$ cat src/rtl/fir_pkg.sv
// Shared types and arithmetic helpers for the time-multiplexed FIR.
package fir_pkg;

   typedef enum logic [1:0] {IDLE, MAC, ROUND, OUT} fir_state_t;

   localparam int SAT_W = 64;

   function automatic int acc_w(input int data_w, input int coeff_w,
                                input int taps);
      return data_w + coeff_w + $clog2(taps);
   endfunction

   // Round half up, arithmetic shift, clamp to a data_w-bit signed range.
   function automatic logic signed [SAT_W-1:0] sat_round(
      input logic signed [SAT_W-1:0] acc,
      input int                      shift,
      input int                      data_w
   );
      logic signed [SAT_W-1:0] r;
      logic signed [SAT_W-1:0] hi;
      logic signed [SAT_W-1:0] lo;
      r = acc;
      if (shift > 0) r = r + (64'sd1 <<< (shift - 1));
      r = r >>> shift;
      hi = (64'sd1 <<< (data_w - 1)) - 64'sd1;
      lo = -(64'sd1 <<< (data_w - 1));
      if (r > hi) r = hi;
      else if (r < lo) r = lo;
      return r;
   endfunction

endpackage

$ cat src/rtl/fir_tdm_if.sv
// Input/output streaming handshake bundle for fir_tdm.
interface fir_tdm_if #(
   parameter int DATA_W = 8
);
   logic signed [DATA_W-1:0] in_data;
   logic                     in_valid;
   logic                     in_ready;
   logic signed [DATA_W-1:0] out_data;
   logic                     out_valid;
   logic                     out_ready;

   modport master (
      output in_data, in_valid, out_ready,
      input  in_ready, out_data, out_valid
   );

   modport slave (
      input  in_data, in_valid, out_ready,
      output in_ready, out_data, out_valid
   );
endinterface

$ cat src/rtl/fir_mac.sv
// Shared signed multiply-accumulate unit; clr has priority over en.
module fir_mac #(
   parameter int DATA_W  = 8,
   parameter int COEFF_W = 8,
   parameter int ACC_W   = 20
) (
   input  logic                      clk,
   input  logic                      reset_n,
   input  logic                      clr,
   input  logic                      en,
   input  logic signed [DATA_W-1:0]  a,
   input  logic signed [COEFF_W-1:0] b,
   output logic signed [ACC_W-1:0]   acc
);
   localparam int PROD_W = DATA_W + COEFF_W;

   logic signed [PROD_W-1:0] prod;
   logic signed [ACC_W-1:0]  acc_d;
   logic signed [ACC_W-1:0]  acc_q;

   always_comb begin
      prod  = PROD_W'(a) * PROD_W'(b);
      acc_d = acc_q;
      if (clr)     acc_d = '0;
      else if (en) acc_d = acc_q + ACC_W'(prod);
   end

   always_ff @(posedge clk or negedge reset_n) begin
      if (!reset_n) acc_q <= '0;
      else          acc_q <= acc_d;
   end

   assign acc = acc_q;
endmodule

$ cat src/rtl/fir_tdm.sv
// Time-multiplexed FIR: delay line and sequencing FSM around one MAC.
module fir_tdm
   import fir_pkg::*;
#(
   parameter int DATA_W    = 8,
   parameter int COEFF_W   = 8,
   parameter int TAPS      = 11,
   parameter logic [TAPS*COEFF_W-1:0] COEFFS = {
      8'h01, 8'h02, 8'h03, 8'h04, 8'h05, 8'h06,
      8'h07, 8'h08, 8'h09, 8'h0A, 8'h0B},
   parameter int OUT_SHIFT = 0
) (
   input logic   clk,
   input logic   reset_n,
   input logic   clear,
   fir_tdm_if.slave bus
);
   localparam int ACC_W = acc_w(DATA_W, COEFF_W, TAPS);
   localparam int K_W   = $clog2(TAPS);

   fir_state_t               state_q, state_d;
   logic [K_W-1:0]           k_q, k_d;
   logic signed [DATA_W-1:0] dl_q [TAPS];
   logic signed [DATA_W-1:0] dl_d [TAPS];
   logic signed [DATA_W-1:0] out_data_q, out_data_d;
   logic                     out_valid_q, out_valid_d;

   logic signed [COEFF_W-1:0] coef [TAPS];
   logic signed [ACC_W-1:0]   acc;
   logic                      accept;

   // c[0] sits in the most-significant slice of COEFFS.
   for (genvar g = 0; g < TAPS; g++) begin : g_coef
      assign coef[g] = COEFFS[(TAPS-1-g)*COEFF_W +: COEFF_W];
   end

   assign accept = bus.in_valid && (state_q == IDLE) && !clear;

   fir_mac #(
      .DATA_W  (DATA_W),
      .COEFF_W (COEFF_W),
      .ACC_W   (ACC_W)
   ) u_mac (
      .clk     (clk),
      .reset_n (reset_n),
      .clr     (clear | accept),
      .en      (state_q == MAC),
      .a       (dl_q[k_q]),
      .b       (coef[k_q]),
      .acc     (acc)
   );

   always_comb begin
      state_d     = state_q;
      k_d         = k_q;
      dl_d        = dl_q;
      out_data_d  = out_data_q;
      out_valid_d = out_valid_q;
      if (clear) begin
         state_d     = IDLE;
         k_d         = '0;
         dl_d        = '{default: '0};
         out_valid_d = 1'b0;
      end else begin
         unique case (state_q)
            IDLE: begin
               if (bus.in_valid) begin
                  dl_d[0] = bus.in_data;
                  for (int i = 1; i < TAPS; i++) dl_d[i] = dl_q[i-1];
                  k_d     = '0;
                  state_d = MAC;
               end
            end
            MAC: begin
               k_d = k_q + 1'b1;
               if (k_q == K_W'(TAPS - 1)) begin
                  k_d     = '0;
                  state_d = ROUND;
               end
            end
            ROUND: begin
               out_data_d  = DATA_W'(sat_round(SAT_W'(acc),
                                               OUT_SHIFT, DATA_W));
               out_valid_d = 1'b1;
               state_d     = OUT;
            end
            OUT: begin
               if (bus.out_ready) begin
                  out_valid_d = 1'b0;
                  state_d     = IDLE;
               end
            end
            default: state_d = IDLE;
         endcase
      end
   end

   always_ff @(posedge clk or negedge reset_n) begin
      if (!reset_n) begin
         state_q     <= IDLE;
         k_q         <= '0;
         dl_q        <= '{default: '0};
         out_data_q  <= '0;
         out_valid_q <= 1'b0;
      end else begin
         state_q     <= state_d;
         k_q         <= k_d;
         dl_q        <= dl_d;
         out_data_q  <= out_data_d;
         out_valid_q <= out_valid_d;
      end
   end

   assign bus.in_ready  = (state_q == IDLE);
   assign bus.out_data  = out_data_q;
   assign bus.out_valid = out_valid_q;
endmodule

$ cat src/flat_wrapper.sv
// flat-port wrapper written by rule: the top's interface ports become plain ports
module fir_tdm_flat import fir_pkg::*;
#(
   parameter int DATA_W    = 8,
   parameter int COEFF_W   = 8,
   parameter int TAPS      = 11,
   parameter logic [TAPS*COEFF_W-1:0] COEFFS = {
      8'h01, 8'h02, 8'h03, 8'h04, 8'h05, 8'h06,
      8'h07, 8'h08, 8'h09, 8'h0A, 8'h0B},
   parameter int OUT_SHIFT = 0
)
  (clk, reset_n, clear, bus_in_data, bus_in_valid, bus_out_ready, bus_in_ready, bus_out_data, bus_out_valid);
  fir_tdm_if #(.DATA_W(DATA_W)) bus_i ();
  input logic clk;
  input logic reset_n;
  input logic clear;
  input wire logic [$bits(bus_i.in_data)-1:0] bus_in_data;
  input wire logic [$bits(bus_i.in_valid)-1:0] bus_in_valid;
  input wire logic [$bits(bus_i.out_ready)-1:0] bus_out_ready;
  output wire logic [$bits(bus_i.in_ready)-1:0] bus_in_ready;
  output wire logic [$bits(bus_i.out_data)-1:0] bus_out_data;
  output wire logic [$bits(bus_i.out_valid)-1:0] bus_out_valid;
  assign bus_i.in_data = bus_in_data;
  assign bus_i.in_valid = bus_in_valid;
  assign bus_i.out_ready = bus_out_ready;
  assign bus_in_ready = bus_i.in_ready;
  assign bus_out_data = bus_i.out_data;
  assign bus_out_valid = bus_i.out_valid;
  fir_tdm #(.DATA_W(DATA_W), .COEFF_W(COEFF_W), .TAPS(TAPS), .COEFFS(COEFFS), .OUT_SHIFT(OUT_SHIFT)) u_core (.clk(clk), .reset_n(reset_n), .clear(clear), .bus(bus_i));
endmodule
$ cat config.mk
export PLATFORM = sky130hd
export DESIGN_NAME = fir_tdm_flat
export DESIGN_NICKNAME = d
export VERILOG_FILES = /design/src/rtl/fir_pkg.sv /design/src/rtl/fir_tdm_if.sv /design/src/rtl/fir_mac.sv /design/src/rtl/fir_tdm.sv /design/src/flat_wrapper.sv
export SDC_FILE = /design/constraint.sdc
export NUM_CORES = 1
export LEC_CHECK = 0
export CORE_ASPECT_RATIO = 2
export CORE_MARGIN = 2
export CORE_UTILIZATION = 44
export CTS_CLUSTER_SIZE = 30
export DETAILED_ROUTE_END_ITERATION = 8
export PLACE_DENSITY = 0.62
export SYNTH_ARGS = -nofsm -noshare
export SYNTH_HDL_FRONTEND = slang
export SYNTH_SLANG_ARGS = --single-unit
$ cat constraint.sdc
create_clock -name clk -period 18.6 [get_ports clk]
set_input_delay 4.65 -clock clk [delete_from_list [all_inputs] [get_ports clk]]
set_output_delay 4.65 -clock clk [all_outputs]
set_load 0.03 [all_outputs]
After elaboration in Yosys (flattened, before gate mapping)
Memories as Yosys holds them, arrays and structs flattened.
Cells that the tools add are included.

cells by class
  reductions and logical operators = 14
  add/subtract/negate cells = 2
  equal/unequal tests = 7
  $lt $le $gt $ge = 3
  bitwise operators = 3
  $mul = 1
  muxes and demuxes = 24

operators by type and width
  operator                                                         number
  two-way mux 88 bit                                               3
  two-way mux 8 bit                                                6
  two-way mux 20 bit                                               2
  binary-select mux 8 bit (select 4 bit)                           1
  adder 20 x 16 -> 20 bit                                          1
  greater-than comparator 20 x 8 -> 1 bit (second input constant)  1
  less-than comparator 20 x 8 -> 1 bit (second input constant)     1
  multiplier 8 x 8 -> 16 bit                                       1
  two-way mux 4 bit                                                3
  two-way mux 2 bit                                                4
  one-hot mux 2 bit (4 select lines)                               1
  one-hot mux 4 bit (2 select lines)                               1
  AND reduction 2 bit                                              4
  inequality test 3 bit (second input constant)                    2
  nonzero test 2 bit                                               3
  nonzero test 3 bit                                               2
  greater-or-equal comparator 5 bit (second input constant)        1
  inverter 4 -> 5 bit                                              1
  adder 4 x 1 -> 4 bit (second input constant)                     1
  == test 2 bit (second input constant)                            2
  == test 4 bit (second input constant)                            1
  inequality test 3 x 2 -> 1 bit (second input constant)           1
  AND reduction 3 bit                                              1
  == test 2 x 1 -> 1 bit (second input constant)                   1
  7 further kinds                                                  9

storage, ports and cells
  bits in registers = 123
  ROM bits = 128
  memories = 1
  output and inout bits = 10
  logic and storage cells = 71

memories
  name             words  width  rd ports  clocked after memory_dff  wr ports  RTL line       text
  (no name shown)  16     8      1         0                         0         fir_tdm.sv:49  .b (coef[k_q]),

Depth between registers and ports, before layout
Gate-level depths: netlist of the first run.

  depth after elaboration = 8
  mapped depth = 23
  mapped depth without buffers = 21

Modules after synthesis
A second synthesis of the first run with hierarchy kept.

second synthesis, totals
  cell total of the unflattened synthesis = 986
  area total of the unflattened synthesis = 9,526.6 sq um

modules (own cells, without submodules)
  module   area an instance (sq um)  cells each  seq. area each (sq um)  instances
  fir_tdm  5,122.4                   545         2,577.5                 1
  fir_mac  4,404.2                   441         500.5                   1

Worst setup path after synthesis of the first run
OpenSTA, ideal clock, no wires.

  kind = reg-to-reg
  start point = register u_core.k_q[1]
  end point = register u_core.u_mac.acc_q[14] (netlist: u_core.u_mac.acc[14])
  required time = 18,531 ps
  setup slack = 12,447 ps
  cell stages (with the launch flop) = 21
  period minus slack after synthesis = 6,153 ps
  data arrival time = 6,084 ps
  path through = dfrtp_1 buf_2 buf_2 inv_1 ha_1 nor2_1 a21oi_1 nor2b_1 fa_1 fa_1 ha_1 inv_1 fa_1 inv_1 ha_1 a2111oi_1 o21ai_2 a21oi_2 nor2_1 or3_1 nand3_1

on the way
  longest elaborated chain between the ends = 8
  elaborated cells between the ends (all ways) = 11
  those cells by class = add/sub (1); mul (1); mux (7); bitwise (1); memory (1)

ends and longest elaborated chain
  item                                                                                       RTL line                      text
  from (decl)                                                                                fir_tdm.sv:22                 logic [K_W-1:0] k_q, k_d;
  from (signal assigned)                                                                     fir_tdm.sv:107                k_q <= k_d;
  inverter 4 -> 5 bit (implied by the code) *                                                fir_tdm.sv:48, fir_tdm.sv:49
  memory read (16 x 8 bit) / binary-select mux 8 bit (select 4 bit) (equally long branches)  -
  two-way mux 8 bit, on equally long branches (2 in a row)                                   fir_tdm.sv:49, fir_tdm.sv:48
  multiplier 8 x 8 -> 16 bit *                                                               fir_mac.sv:22                 prod = PROD_W'(a) * PROD_W'(b);
  adder 20 x 16 -> 20 bit *                                                                  fir_mac.sv:25                 else if (en) acc_d = acc_q + ACC_W'(prod);
  two-way mux 20 bit *                                                                       fir_mac.sv:25
  two-way mux 20 bit *                                                                       fir_mac.sv:24                 if (clr) acc_d = '0;
  to (signal assigned)                                                                       fir_mac.sv:29                 if (!reset_n) acc_q <= '0;
  to (signal assigned)                                                                       fir_mac.sv:30                 else acc_q <= acc_d;
  to (decl)                                                                                  fir_mac.sv:19                 logic signed [ACC_W-1:0] acc_q;

Every way passes the cells marked *; elsewhere a longest branch is shown, timed or not. The select of a mux whose other input is x is not followed.
A chain may end at the register's enable or synchronous reset.

Worst setup path after layout of the first run
  start point = input clear
  end point = register u_core.k_q[3]

on the way
  longest elaborated chain between the ends = 2
  elaborated cells between the ends (all ways) = 4
  those cells by class = eq/ne (1); mux (1); reduce/logical (2)

ends and longest elaborated chain
  item                                                                                 RTL line            text
  from (decl)                                                                          flat_wrapper.sv:16  input logic clear;
  inequality test 3 bit (no source line) / nonzero test 3 bit (equally long branches)  -
  AND reduction 2 bit (no source line)                                                 -

Parallel ways exist; a longest one is shown, timed or not.

==> results of run 1 <==
[cells in the mapped netlist, types with 12 or more instances]
cell and n:
sky130_fd_sc_hd__nand2_1 209, sky130_fd_sc_hd__dfrtp_1 123, sky130_fd_sc_hd__inv_1 113, sky130_fd_sc_hd__nand3b_1 96, sky130_fd_sc_hd__ha_1 58, sky130_fd_sc_hd__nor2_1 55, sky130_fd_sc_hd__fa_1 50, sky130_fd_sc_hd__clkbuf_1 33
sky130_fd_sc_hd__o21ai_0 31, sky130_fd_sc_hd__mux2i_1 25, sky130_fd_sc_hd__a21oi_1 20, sky130_fd_sc_hd__mux4_2 16, sky130_fd_sc_hd__xnor2_1 12
[layer usage]
metal	share of wire	track usage	routed length, µm
met4	0.045	0.106	907
met3	0.024	0.0395	479
met5	0	0	0
met2	0.56	0.387	11300
met1	0.37	0.213	7470
[where the power goes]
group | internal [mW] | leakage (nW) | switching [mW]
Combinational | 0.176 | 3.03 | 0.295
Sequential | 0.298 | 1.69 | 0.0329
Clock | 0.217 | 0.289 | 0.118
Total | 0.692 | 5.01 | 0.445
[worst min-delay path by stage]
stage          cells after the start  slack, ps                         end                  startpoint
2_1_floorplan                      2        440  u_core.dl_q[0]$_DFFE_PN0P_  u_core.dl_q[0]$_DFFE_PN0P_
3_3_place_gp                       2        450  u_core.dl_q[1]$_DFFE_PN0P_  u_core.dl_q[1]$_DFFE_PN0P_
3_5_place_dp                       2        460  u_core.dl_q[7]$_DFFE_PN0P_  u_core.dl_q[7]$_DFFE_PN0P_
4_1_cts                            2        470  u_core.dl_q[7]$_DFFE_PN0P_  u_core.dl_q[7]$_DFFE_PN0P_
5_1_grt                            2        480  u_core.dl_q[7]$_DFFE_PN0P_  u_core.dl_q[7]$_DFFE_PN0P_
6_report                           2        460  u_core.dl_q[7]$_DFFE_PN0P_  u_core.dl_q[7]$_DFFE_PN0P_
[critical path, delay by kind of cell]
family | cells | cell delay, ps
simple gates | 2 | 370
compound gates | 3 | 680
buf+inv | 3 | 1380
[per-stage QoR]
step	total power, mW	hold WS (ps)
2_1_floorplan	0.676	438
3_3_place_gp	0.804	449
4_1_cts	1.15	468
5_1_grt	1.23	483
6_report	1.14	464
3_5_place_dp	0.815	456
[final cells by class]
class / instances / area (µm²) / area share
clock buffer: 25 / 475 / 0.0480
clock inverter: 7 / 114 / 0.0115
inverter: 114 / 428 / 0.0432
multi-input combinational: 676 / 5190 / 0.524
sequential: 123 / 3080 / 0.311
tap: 262 / 328 / 0.0331
timing repair buffer: 32 / 288 / 0.0291
[kinds of logic (layout without fill, tap and decap cells)]
| family | Yosys count | count (layout) | synth area share |
|---|---|---|---|
| compound gates | 101 | 101 | 0.0749 |
| xor+xnor | 15 | 15 | 0.0148 |
| fa+ha+maj | 108 | 108 | 0.195 |
| buf+inv | 162 | 178 | 0.0706 |
| flops | 123 | 123 | 0.347 |
| mux | 43 | 43 | 0.0713 |
| simple gates | 409 | 409 | 0.227 |
[sequential cells by signal, indices dropped and copies added (netlist names)]
| name | flops |
|---|---|
| u_core.dl_q | 88 |
| u_core.u_mac.acc | 20 |
| u_core.bus.out_data | 8 |
| u_core.k_q | 4 |
| u_core.state_q | 2 |
| u_core.bus.out_valid | 1 |
==> key figures, run 1 <==
Status
  – Result of the run: completed

Finish
  – Post-Route Utilization: 0.499
  – Post-route non-filler standard cell count: 1239
  – NumNets Final: 1085
  – Filler cell count in the final layout: 1897
  – Leading cell types in the layout, fill and taps excluded: 209 x sky130_fd_sc_hd__nand2_1, 123 x sky130_fd_sc_hd__dfrtp_1, 113 x sky130_fd_sc_hd__inv_1
  – Layout overhead on the synthesized area: 11.5%
  – Proportion of layout cells with a drive suffix above 1: 0.0716
  – Commonest non-fill, non-tap cell in the layout: sky130_fd_sc_hd__nand2_1
  – Antenna Diode Count: 0
  – Final standard cell area without fillers: 9900 µm²

Floorplan
  – Placeable core region: 19800 µm²
  – Number of rows created at floorplan: 73
  – Floorplan die area: 21400 µm²
  – Number of primary I/O pins: 23
  – Die Span X: 104 µm
  – Initial standard-cell utilization of the core: 0.448
  – Vertical die dimension: 205 µm

STA
  – Max-slew headroom at the worst pin: 0.342
  – Worst clock skew: 8.21 ps
  – Final worst setup slack: 11800 ps
  – Setup-violating endpoint count in the final report: 0
  – Time the final worst path needs with I/O delays and setup: 6800 ps
  – Final Slew Violations: 0
  – Hold violation count in the final report: 0
  – Fraction of the cycle the final worst path needs: 0.365
  – Peak Freq: 147 MHz
  – Unrepaired setup endpoints after global routing: no
  – Setup_tns: 0 ps
  – Slew at the pin closest to its max-slew limit: 987 ps

Placement
  – Final weighted congestion of routability-driven global placement: 0.855
  – Number of placed instances, taps included: 1207
  – PortBufs: 22
  – Post-Place Setup Slack: 11340 ps
  – Final HPWL from detailed placement: 14.6 mm
  – Instance area at placement: 9310 µm²

Hold path
  – Classification of the worst-slack hold path: reg -> reg

Yosys
  – Flip-flop and latch count after synthesis: 123
  – Cell variety after synth: 60
  – Synth warnings: 0
  – Post-Syn Instances: 961
  – Area share of the largest cell type after synthesis: 0.347
  – Fraction of registers with async set or reset after synthesis: 1.00
  – EDFF count, synth: 0
  – Top FF cell, synth: sky130_fd_sc_hd__dfrtp_1
  – Number of nets produced by synthesis: 1082
  – Library cell occupying the most area in the post-synthesis netlist: sky130_fd_sc_hd__dfrtp_1
  – Sequential fraction of the synthesis area: 0.347
  – Post-Syn Area: 8870 µm²
  – Top area cells in the synthesized netlist: sky130_fd_sc_hd__dfrtp_1 35%, sky130_fd_sc_hd__fa_1 11%, sky130_fd_sc_hd__nand2_1 8.8%, sky130_fd_sc_hd__ha_1 8.2%, sky130_fd_sc_hd__nand3b_1 8.1%
  – Mean area per synthesized cell: 9.23 µm²

Clock tree
  – Count of hold buffers inserted by post-cts repair: 0
  – Post CTS Setup Buffer Count: 0
  – Root Buffer Master: sky130_fd_sc_hd__clkbuf_16
  – Clock transition at the registers of the reported paths: 50 ps
  – Max clock buf depth: 2
  – Later-pin clock latency in the skew report: 430 ps
  – # H-tree levels: 4
  – Clock tree from TritonCTS: built
  – Sink Count: 123
  – Gates resized, CTS repair: 0
  – TritonCTS buffer count: 17

Global routing
  – Combined global-route utilization of all metal layers: 0.205
  – Global-route wire length before repair: 34.4 mm
  – Vias in the first global route: 6952
  – Initial antenna violation count: 0
  – Remaining Overflow, GRT: 0
  – Maximum number of pins on one net before global-route repair: 98

Worst setup path
  – Worst R2R End: u_core.u_mac.acc[12]$_DFFE_PN0P_
  – Critical-path cell list: buf_2, buf_4, a21o_4, buf_4, a21oi_1, nor2_1, nand4_1, o21ai_0
  – Critical path start-end classification: in -> reg
  – Cell at the slowest stage of the critical path: sky130_fd_sc_hd__buf_4
  – Crit path launch type: input pin
  – Worst reg2reg startpoint: u_core.k_q[0]$_DFFE_PN0P_
  – Endpoint required time on the critical path: 18940 ps
  – Worst path most repeated cell: sky130_fd_sc_hd__buf_4
  – Largest stage delay, worst path: 730 ps
  – Setup crit end: u_core.k_q[3]$_DFFE_PN0P_
  – Logic depth of the worst register-to-register path: 19
  – Maximum fanout encountered on the critical timing path: 97
  – Crit path arrival time: 7140 ps
  – Sort of element at the end of the critical path: flop
  – Critical Path Source: clear
  – R2R setup slack: 12100 ps

Drt
  – Average wire per cell in the routed design: 16.3 µm
  – Router iterations before antenna repair: 4
  – Detailed-route vias per instance: 5.28
  – Number of routed nets with antenna violations: 0
  – Count of routing violations after the opening detailed-route iteration: 344
  – Number of DRC violations after detailed routing: 0
  – Final routed wirelength across all metal layers: 20.2 mm
  – Routed via count: 6543

Pwr
  – Total leakage power: 5.01 nW
  – Power density over the cells: 115 nW/µm²
  – Worst supply voltage drop on vdd: 0.0552 mV

Run
  – Max cap viols: 0
Note: power is estimated with default switching activity, not from simulation.
==> run 2, diff against run 1 <==
Settings changed: PLACE_DENSITY 0.62 to 0.64.
Clock period 18.6 ns to 6.24 ns, I/O delays scaled along.
==> run 2 against run 1 <==
  * Non-clock buffer count grew 11
  * Largest cell class unchanged
  * Utilization grew 0.42 points
  * Die area is the same
  * Critical path type is now reg -> reg
==> key figures, run 2 (synthesized netlist as in run 1, its figures left out) <==
Clock tree
  – Sink Count: 123 (unchanged)
  – Count of hold buffers inserted by post-cts repair: 0 (unchanged)
  – Post CTS Setup Buffer Count: 0 (unchanged)
  – TritonCTS buffer count: 17 (unchanged)
  – Clock transition at the registers of the reported paths: 60 ps (was 50 ps)
  – Gates resized, CTS repair: 0 (unchanged)
  – Later-pin clock latency in the skew report: 430 ps (about the same)
  – Max clock buf depth: 2 (unchanged)
  – Clock tree from TritonCTS: built (unchanged)
  – # H-tree levels: 4 (unchanged)
  – Root Buffer Master: sky130_fd_sc_hd__clkbuf_16 (unchanged)

Floorplan
  – Vertical die dimension: 205 µm (unchanged)
  – Number of primary I/O pins: 23 (unchanged)
  – Floorplan die area: 21400 µm² (unchanged)
  – Initial standard-cell utilization of the core: 0.448 (unchanged)
  – Number of rows created at floorplan: 73 (unchanged)
  – Placeable core region: 19800 µm² (unchanged)
  – Die Span X: 104 µm (unchanged)

Drt
  – Number of routed nets with antenna violations: 0 (unchanged)
  – Detailed-route vias per instance: 5.34 (was 5.28)
  – Number of DRC violations after detailed routing: 0 (unchanged)
  – Router iterations before antenna repair: 5 (was 4)
  – Final routed wirelength across all metal layers: 21.7 mm (was 20.2 mm)
  – Count of routing violations after the opening detailed-route iteration: 427 (was 344)
  – Routed via count: 6673 (was 6543)
  – Average wire per cell in the routed design: 17.4 µm (was 16.3 µm)

Finish
  – Commonest non-fill, non-tap cell in the layout: sky130_fd_sc_hd__nand2_1 (unchanged)
  – Leading cell types in the layout, fill and taps excluded: 209 x sky130_fd_sc_hd__nand2_1, 123 x sky130_fd_sc_hd__dfrtp_1, 113 x sky130_fd_sc_hd__inv_1 (unchanged)
  – Multi-input logic area: 5190 µm² (unchanged)
  – Proportion of layout cells with a drive suffix above 1: 0.0861 (was 0.0716)
  – Antenna Diode Count: 0 (unchanged)
  – Layout overhead on the synthesized area: 12.5% (was 11.5%)
  – Register with the most flip-flops: u_core.dl_q (unchanged)
  – Filler cell count in the final layout: 1877 (was 1897)
  – Largest register FFs: 88 (unchanged)
  – FF+latch area: 3080 µm² (unchanged)
  – NumNets Final: 1096 (was 1085)

Worst setup path
  – Maximum fanout encountered on the critical timing path: 8 (was 97)
  – Critical path start-end classification: reg -> reg (was in -> reg)
  – Sort of element at the end of the critical path: flop (unchanged)
  – Endpoint required time on the critical path: 6610 ps (was 18940 ps)
  – Crit path launch type: flop (was input pin)
  – Crit path arrival time: 6160 ps (was 7140 ps)

Placement
  – Final weighted congestion of routability-driven global placement: 0.906 (was 0.855)
  – PortBufs: 22 (unchanged)
  – Final HPWL from detailed placement: 15.8 mm (was 14.6 mm)
  – Post-Place Setup Slack: 419 ps (was 11340 ps)

Pwr
  – Power density over the cells: 341 nW/µm² (was 115 nW/µm²)
  – Worst supply voltage drop on vdd: 0.213 mV (was 0.0552 mV)
  – Total leakage power: 5.06 nW (was 5.01 nW)

STA
  – Worst clock skew: 5.91 ps (was 8.21 ps)
  – Worst slack on hold paths: 469 ps (was 464 ps)
  – Setup_tns: 0 ps (unchanged)
  – Max-slew headroom at the worst pin: 0.295 (was 0.342)
  – Fraction of the cycle the final worst path needs: 0.929
  – Final Slew Violations: 0 (unchanged)
  – Unrepaired setup endpoints after global routing: no (unchanged)
  – Final worst setup slack: 442 ps (was 11800 ps)
  – Setup-violating endpoint count in the final report: 0 (unchanged)
  – Time the final worst path needs with I/O delays and setup: 5800 ps
  – Peak Freq: 172 MHz
  – Hold violation count in the final report: 0 (unchanged)
  – Slew at the pin closest to its max-slew limit: 1060 ps (was 987 ps)

Run
  – Max cap viols: 0 (unchanged)

Global routing
  – Initial antenna violation count: 0 (unchanged)
  – Vias in the first global route: 7132 (was 6952)
  – Remaining Overflow, GRT: 0 (unchanged)
  – Global-route wire length before repair: 36.7 mm (was 34.4 mm)
  – Combined global-route utilization of all metal layers: 0.223 (was 0.205)
  – Maximum number of pins on one net before global-route repair: 93 (was 98)

Status
  – Result of the run: completed (unchanged)

Hold path
  – Classification of the worst-slack hold path: reg -> reg (unchanged)
run 2: area by class of cell:
cell class,instances,share of cell area
timing repair buffer,43,0.0384
tap,262,0.0328
inverter,114,0.0429
multi-input combinational,676,0.520
sequential,123,0.308
clock buffer,20,0.0458
clock inverter,11,0.0120
run 2: power breakdown:
group	switching [mW]	total [mW]	leakage, nW	internal [mW]
Sequential	0.0910	0.979	1.69	0.888
Combinational	0.899	1.45	3.09	0.550
Clock	0.371	0.975	0.278	0.604
Total	1.36	3.40	5.06	2.04
run 2: critical path: stages (launching register included):
cell,delay (ps)
sky130_fd_sc_hd__dfrtp_1,520
sky130_fd_sc_hd__inv_1,120
sky130_fd_sc_hd__ha_1,310
sky130_fd_sc_hd__nor2_1,40
sky130_fd_sc_hd__a21oi_1,150
sky130_fd_sc_hd__nor2b_1,670
sky130_fd_sc_hd__buf_4,320
sky130_fd_sc_hd__fa_1,470
sky130_fd_sc_hd__fa_1,540
sky130_fd_sc_hd__ha_1,140
sky130_fd_sc_hd__inv_1,50
sky130_fd_sc_hd__fa_1,490
sky130_fd_sc_hd__inv_1,40
sky130_fd_sc_hd__ha_1,360
sky130_fd_sc_hd__a2111oi_1,580
sky130_fd_sc_hd__o21ai_2,200
sky130_fd_sc_hd__a21oi_2,210
sky130_fd_sc_hd__nor2_1,90
sky130_fd_sc_hd__or3_1,350
sky130_fd_sc_hd__nand3_1,70
run 2: worst paths after layout:
check	startpoint	endpoint	slack, ps	depth (start not counted)
worst max-delay path	u_core.k_q[1]$_DFFE_PN0P_	u_core.u_mac.acc[14]$_DFFE_PN0P_	440	19
worst min-delay path	u_core.dl_q[6]$_DFFE_PN0P_	u_core.dl_q[6]$_DFFE_PN0P_	470	2
worst max register to register	u_core.k_q[1]$_DFFE_PN0P_	u_core.u_mac.acc[14]$_DFFE_PN0P_	440	19
worst min register to register	u_core.dl_q[6]$_DFFE_PN0P_	u_core.dl_q[6]$_DFFE_PN0P_	470	2
max in group asynchronous	reset_n	u_core.dl_q[81]$_DFFE_PN0P_	3710	2
min in group asynchronous	reset_n	u_core.u_mac.acc[14]$_DFFE_PN0P_	1270	1
run 2: layer usage:
layer	wire (µm)	track usage	vias to the layer above
met5	0	0	-
met3	583	0.0334	56
met2	12300	0.425	116
met4	1070	0.126	0
met1	7800	0.227	3329
li1	-	-	3172
run 2: per-stage QoR:
stage	total power, mW	instances	instance area (µm²)	utilization
2_1_floorplan	2.02	961	8870	-
3_3_place_gp	2.44	1218	9410	0.475
3_5_place_dp	2.46	1218	9410	0.475
4_1_cts	3.45	1249	9980	0.504
5_1_grt	3.67	1249	9980	0.504
6_report	3.40	1249	9980	0.504
==> run 3, diff against run 2 <==
Settings changed: PLACE_DENSITY 0.64 to 0.71, TNS_END_PERCENT set to 50.
==> run 3 against run 2 <==
  * Register-to-register slack better by 180 ps
  * Clock power increased by 0.5%
  * Die area did not move
  * Hold slack lost 5.5 ps
  * Count of clock-buffer cells in the layout rose by 3
  * Worst setup slack improved by 180 ps
  * Global-route usage down 1.2 points
  * Power is essentially flat
  * Via count is essentially flat
  * Sequential power is essentially flat
  * Critical path type unchanged
  * Critical endpoint is now u_core.u_mac.acc[19]$_DFFE_PN0P_
  * Highest routed layer unchanged
==> key figures, run 3 (synthesized netlist as in run 1, its figures left out) <==
Finish
  – FF+latch area: 3080 µm² (unchanged)
  – Filler cell count in the final layout: 1830 (was 1877)
  – Multi-input logic area: 5190 µm² (unchanged)
  – Leading cell types in the layout, fill and taps excluded: 209 x sky130_fd_sc_hd__nand2_1, 123 x sky130_fd_sc_hd__dfrtp_1, 113 x sky130_fd_sc_hd__inv_1 (unchanged)
  – Layout overhead on the synthesized area: 12.1% (was 12.5%)
  – Largest register FFs: 88 (unchanged)
  – Proportion of layout cells with a drive suffix above 1: 0.0795 (was 0.0861)
  – Commonest non-fill, non-tap cell in the layout: sky130_fd_sc_hd__nand2_1 (unchanged)
  – NumNets Final: 1091 (was 1096)
  – Antenna Diode Count: 0 (unchanged)
  – Post-Route Utilization: 0.502 (was 0.504)
  – Register with the most flip-flops: u_core.dl_q (unchanged)

Floorplan
  – Die Span X: 104 µm (unchanged)
  – Floorplan die area: 21400 µm² (unchanged)
  – Vertical die dimension: 205 µm (unchanged)
  – Placeable core region: 19800 µm² (unchanged)
  – Number of rows created at floorplan: 73 (unchanged)
  – Number of primary I/O pins: 23 (unchanged)
  – Initial standard-cell utilization of the core: 0.448 (unchanged)

STA
  – Peak Freq: 178 MHz (was 172 MHz)
  – Setup-violating endpoint count in the final report: 0 (unchanged)
  – Slew at the pin closest to its max-slew limit: 799 ps (was 1060 ps)
  – Hold violation count in the final report: 0 (unchanged)
  – Final Slew Violations: 0 (unchanged)
  – Fraction of the cycle the final worst path needs: 0.900 (was 0.929)
  – Max-slew headroom at the worst pin: 0.468 (was 0.295)
  – Unrepaired setup endpoints after global routing: no (unchanged)
  – Time the final worst path needs with I/O delays and setup: 5610 ps (was 5800 ps)
  – Worst clock skew: 9.22 ps (was 5.91 ps)
  – Setup_tns: 0 ps (unchanged)

Hold path
  – Classification of the worst-slack hold path: reg -> reg (unchanged)
  – Hold Crit Start: u_core.dl_q[2]$_DFFE_PN0P_ (was u_core.dl_q[6]$_DFFE_PN0P_)
  – Worst Hold Path Cells: 2 (unchanged)
  – Destination of the worst hold path: u_core.dl_q[2]$_DFFE_PN0P_ (was u_core.dl_q[6]$_DFFE_PN0P_)

Worst setup path
  – Endpoint required time on the critical path: 6610 ps (about the same)
  – Worst reg2reg startpoint: u_core.k_q[0]$_DFFE_PN0P_ (was u_core.k_q[1]$_DFFE_PN0P_)
  – Sort of element at the end of the critical path: flop (unchanged)
  – Maximum fanout encountered on the critical timing path: 30 (was 8)
  – Critical Path Source: u_core.k_q[0]$_DFFE_PN0P_ (was u_core.k_q[1]$_DFFE_PN0P_)
  – Critical path start-end classification: reg -> reg (unchanged)
  – Worst R2R End: u_core.u_mac.acc[19]$_DFFE_PN0P_ (was u_core.u_mac.acc[14]$_DFFE_PN0P_)
  – R2R setup slack: 630 ps (was 440 ps)
  – Logic depth of the worst register-to-register path: 20 (was 19)
  – Crit path launch type: flop (unchanged)
  – Crit path arrival time: 5990 ps (was 6160 ps)

Pwr
  – Total leakage power: 5.03 nW (was 5.06 nW)
  – Worst supply voltage drop on vdd: 0.234 mV (was 0.213 mV)
  – Power density over the cells: 342 nW/µm² (was 341 nW/µm²)

Clock tree
  – Clock tree from TritonCTS: built (unchanged)
  – Max clock buf depth: 2 (unchanged)
  – Post CTS Setup Buffer Count: 0 (unchanged)
  – TritonCTS buffer count: 17 (unchanged)
  – Count of hold buffers inserted by post-cts repair: 0 (unchanged)
  – Gates resized, CTS repair: 0 (unchanged)
  – # H-tree levels: 4 (unchanged)
  – Sink Count: 123 (unchanged)
  – Later-pin clock latency in the skew report: 440 ps (was 430 ps)
  – Clock transition at the registers of the reported paths: 60 ps (about the same)
  – Root Buffer Master: sky130_fd_sc_hd__clkbuf_16 (unchanged)

Drt
  – Detailed-route vias per instance: 5.37 (was 5.34)
  – Count of routing violations after the opening detailed-route iteration: 267 (was 427)
  – Number of DRC violations after detailed routing: 0 (unchanged)
  – Final routed wirelength across all metal layers: 21.0 mm (was 21.7 mm)
  – Routed via count: 6669 (was 6673)
  – Average wire per cell in the routed design: 16.9 µm (was 17.4 µm)
  – Number of routed nets with antenna violations: 0 (unchanged)
  – Router iterations before antenna repair: 4 (was 5)

Global routing
  – Maximum number of pins on one net before global-route repair: 97 (was 93)
  – Vias in the first global route: 7065 (was 7132)
  – Remaining Overflow, GRT: 0 (unchanged)
  – Combined global-route utilization of all metal layers: 0.210 (was 0.223)
  – Global-route wire length before repair: 35.1 mm (was 36.7 mm)
  – Initial antenna violation count: 0 (unchanged)

Placement
  – Final HPWL from detailed placement: 15.3 mm (was 15.8 mm)
  – Final weighted congestion of routability-driven global placement: 0.902 (was 0.906)
  – PortBufs: 22 (unchanged)

Run
  – Max cap viols: 0 (unchanged)

Status
  – Result of the run: completed (unchanged)
run 3: final cells by class:
type / instances / area share
tap: 262 / 0.0330
multi-input combinational: 676 / 0.522
timing repair buffer: 38 / 0.0347
inverter: 114 / 0.0430
clock inverter: 7 / 0.00906
sequential: 123 / 0.309
clock buffer: 23 / 0.0491
run 3: report_power, final:
group | internal, mW | total [mW] | leakage (nW) | switching [mW]
Sequential | 0.888 | 0.981 | 1.69 | 0.0925
Combinational | 0.541 | 1.44 | 3.06 | 0.898
Clock | 0.622 | 0.980 | 0.281 | 0.358
Total | 2.05 | 3.40 | 5.03 | 1.35
run 3: how the worst max path moves through the flow:
| stage | to | slack [ps] | cells after the start |
|---|---|---|---|
| final | u_core.u_mac.acc[19]$_DFFE_PN0P_ | 630 | 20 |
| after global routing | u_core.u_mac.acc[19]$_DFFE_PN0P_ | 350 | 21 |
| after CTS | u_core.u_mac.acc[19]$_DFFE_PN0P_ | 580 | 20 |
| after detailed placement | u_core.u_mac.acc[19]$_DFFE_PN0P_ | 590 | 20 |
| after global placement | u_core.u_mac.acc[19]$_DFFE_PN0P_ | 710 | 20 |
| after floorplan | u_core.u_mac.acc[14]$_DFFE_PN0P_ | 90 | 20 |
run 3: metal layers:
layer | wire length (µm) | vias up | GRT usage
met1 | 7450 | 3334 | 0.209
met3 | 425 | 63 | 0.0321
met2 | 11900 | 102 | 0.403
met4 | 1180 | 0 | 0.129
met5 | 0 | - | 0
li1 | - | 3170 | -
run 3: through the flow:
step                      hold WS (ps)  power (mW)  cells  setup WS (ps)  area [µm²]
after floorplan                    438        2.02    961           87.1        8870
after global routing               487        3.65   1243            347        9950
after detailed placement           457        2.45   1213            590        9370
final                              464        3.40   1243            626        9950
after CTS                          468        3.44   1243            580        9950
after global placement             451        2.41   1213            711        9370
run 3: worst max-delay path: stages, from the launching register on:
cell,delay [ps]
sky130_fd_sc_hd__dfrtp_1,370
sky130_fd_sc_hd__buf_12,230
sky130_fd_sc_hd__mux4_2,530
sky130_fd_sc_hd__mux2i_1,220
sky130_fd_sc_hd__nor2_1,100
sky130_fd_sc_hd__a21o_1,200
sky130_fd_sc_hd__nand2_1,90
sky130_fd_sc_hd__fa_1,420
sky130_fd_sc_hd__inv_1,90
sky130_fd_sc_hd__fa_1,420
sky130_fd_sc_hd__ha_1,300
sky130_fd_sc_hd__inv_1,60
sky130_fd_sc_hd__fa_1,540
sky130_fd_sc_hd__inv_1,80
sky130_fd_sc_hd__fa_1,510
sky130_fd_sc_hd__a211oi_2,310
sky130_fd_sc_hd__o21ai_2,150
sky130_fd_sc_hd__o21ai_4,210
sky130_fd_sc_hd__a2111oi_2,110
sky130_fd_sc_hd__or4b_1,510
sky130_fd_sc_hd__nand3_1,90
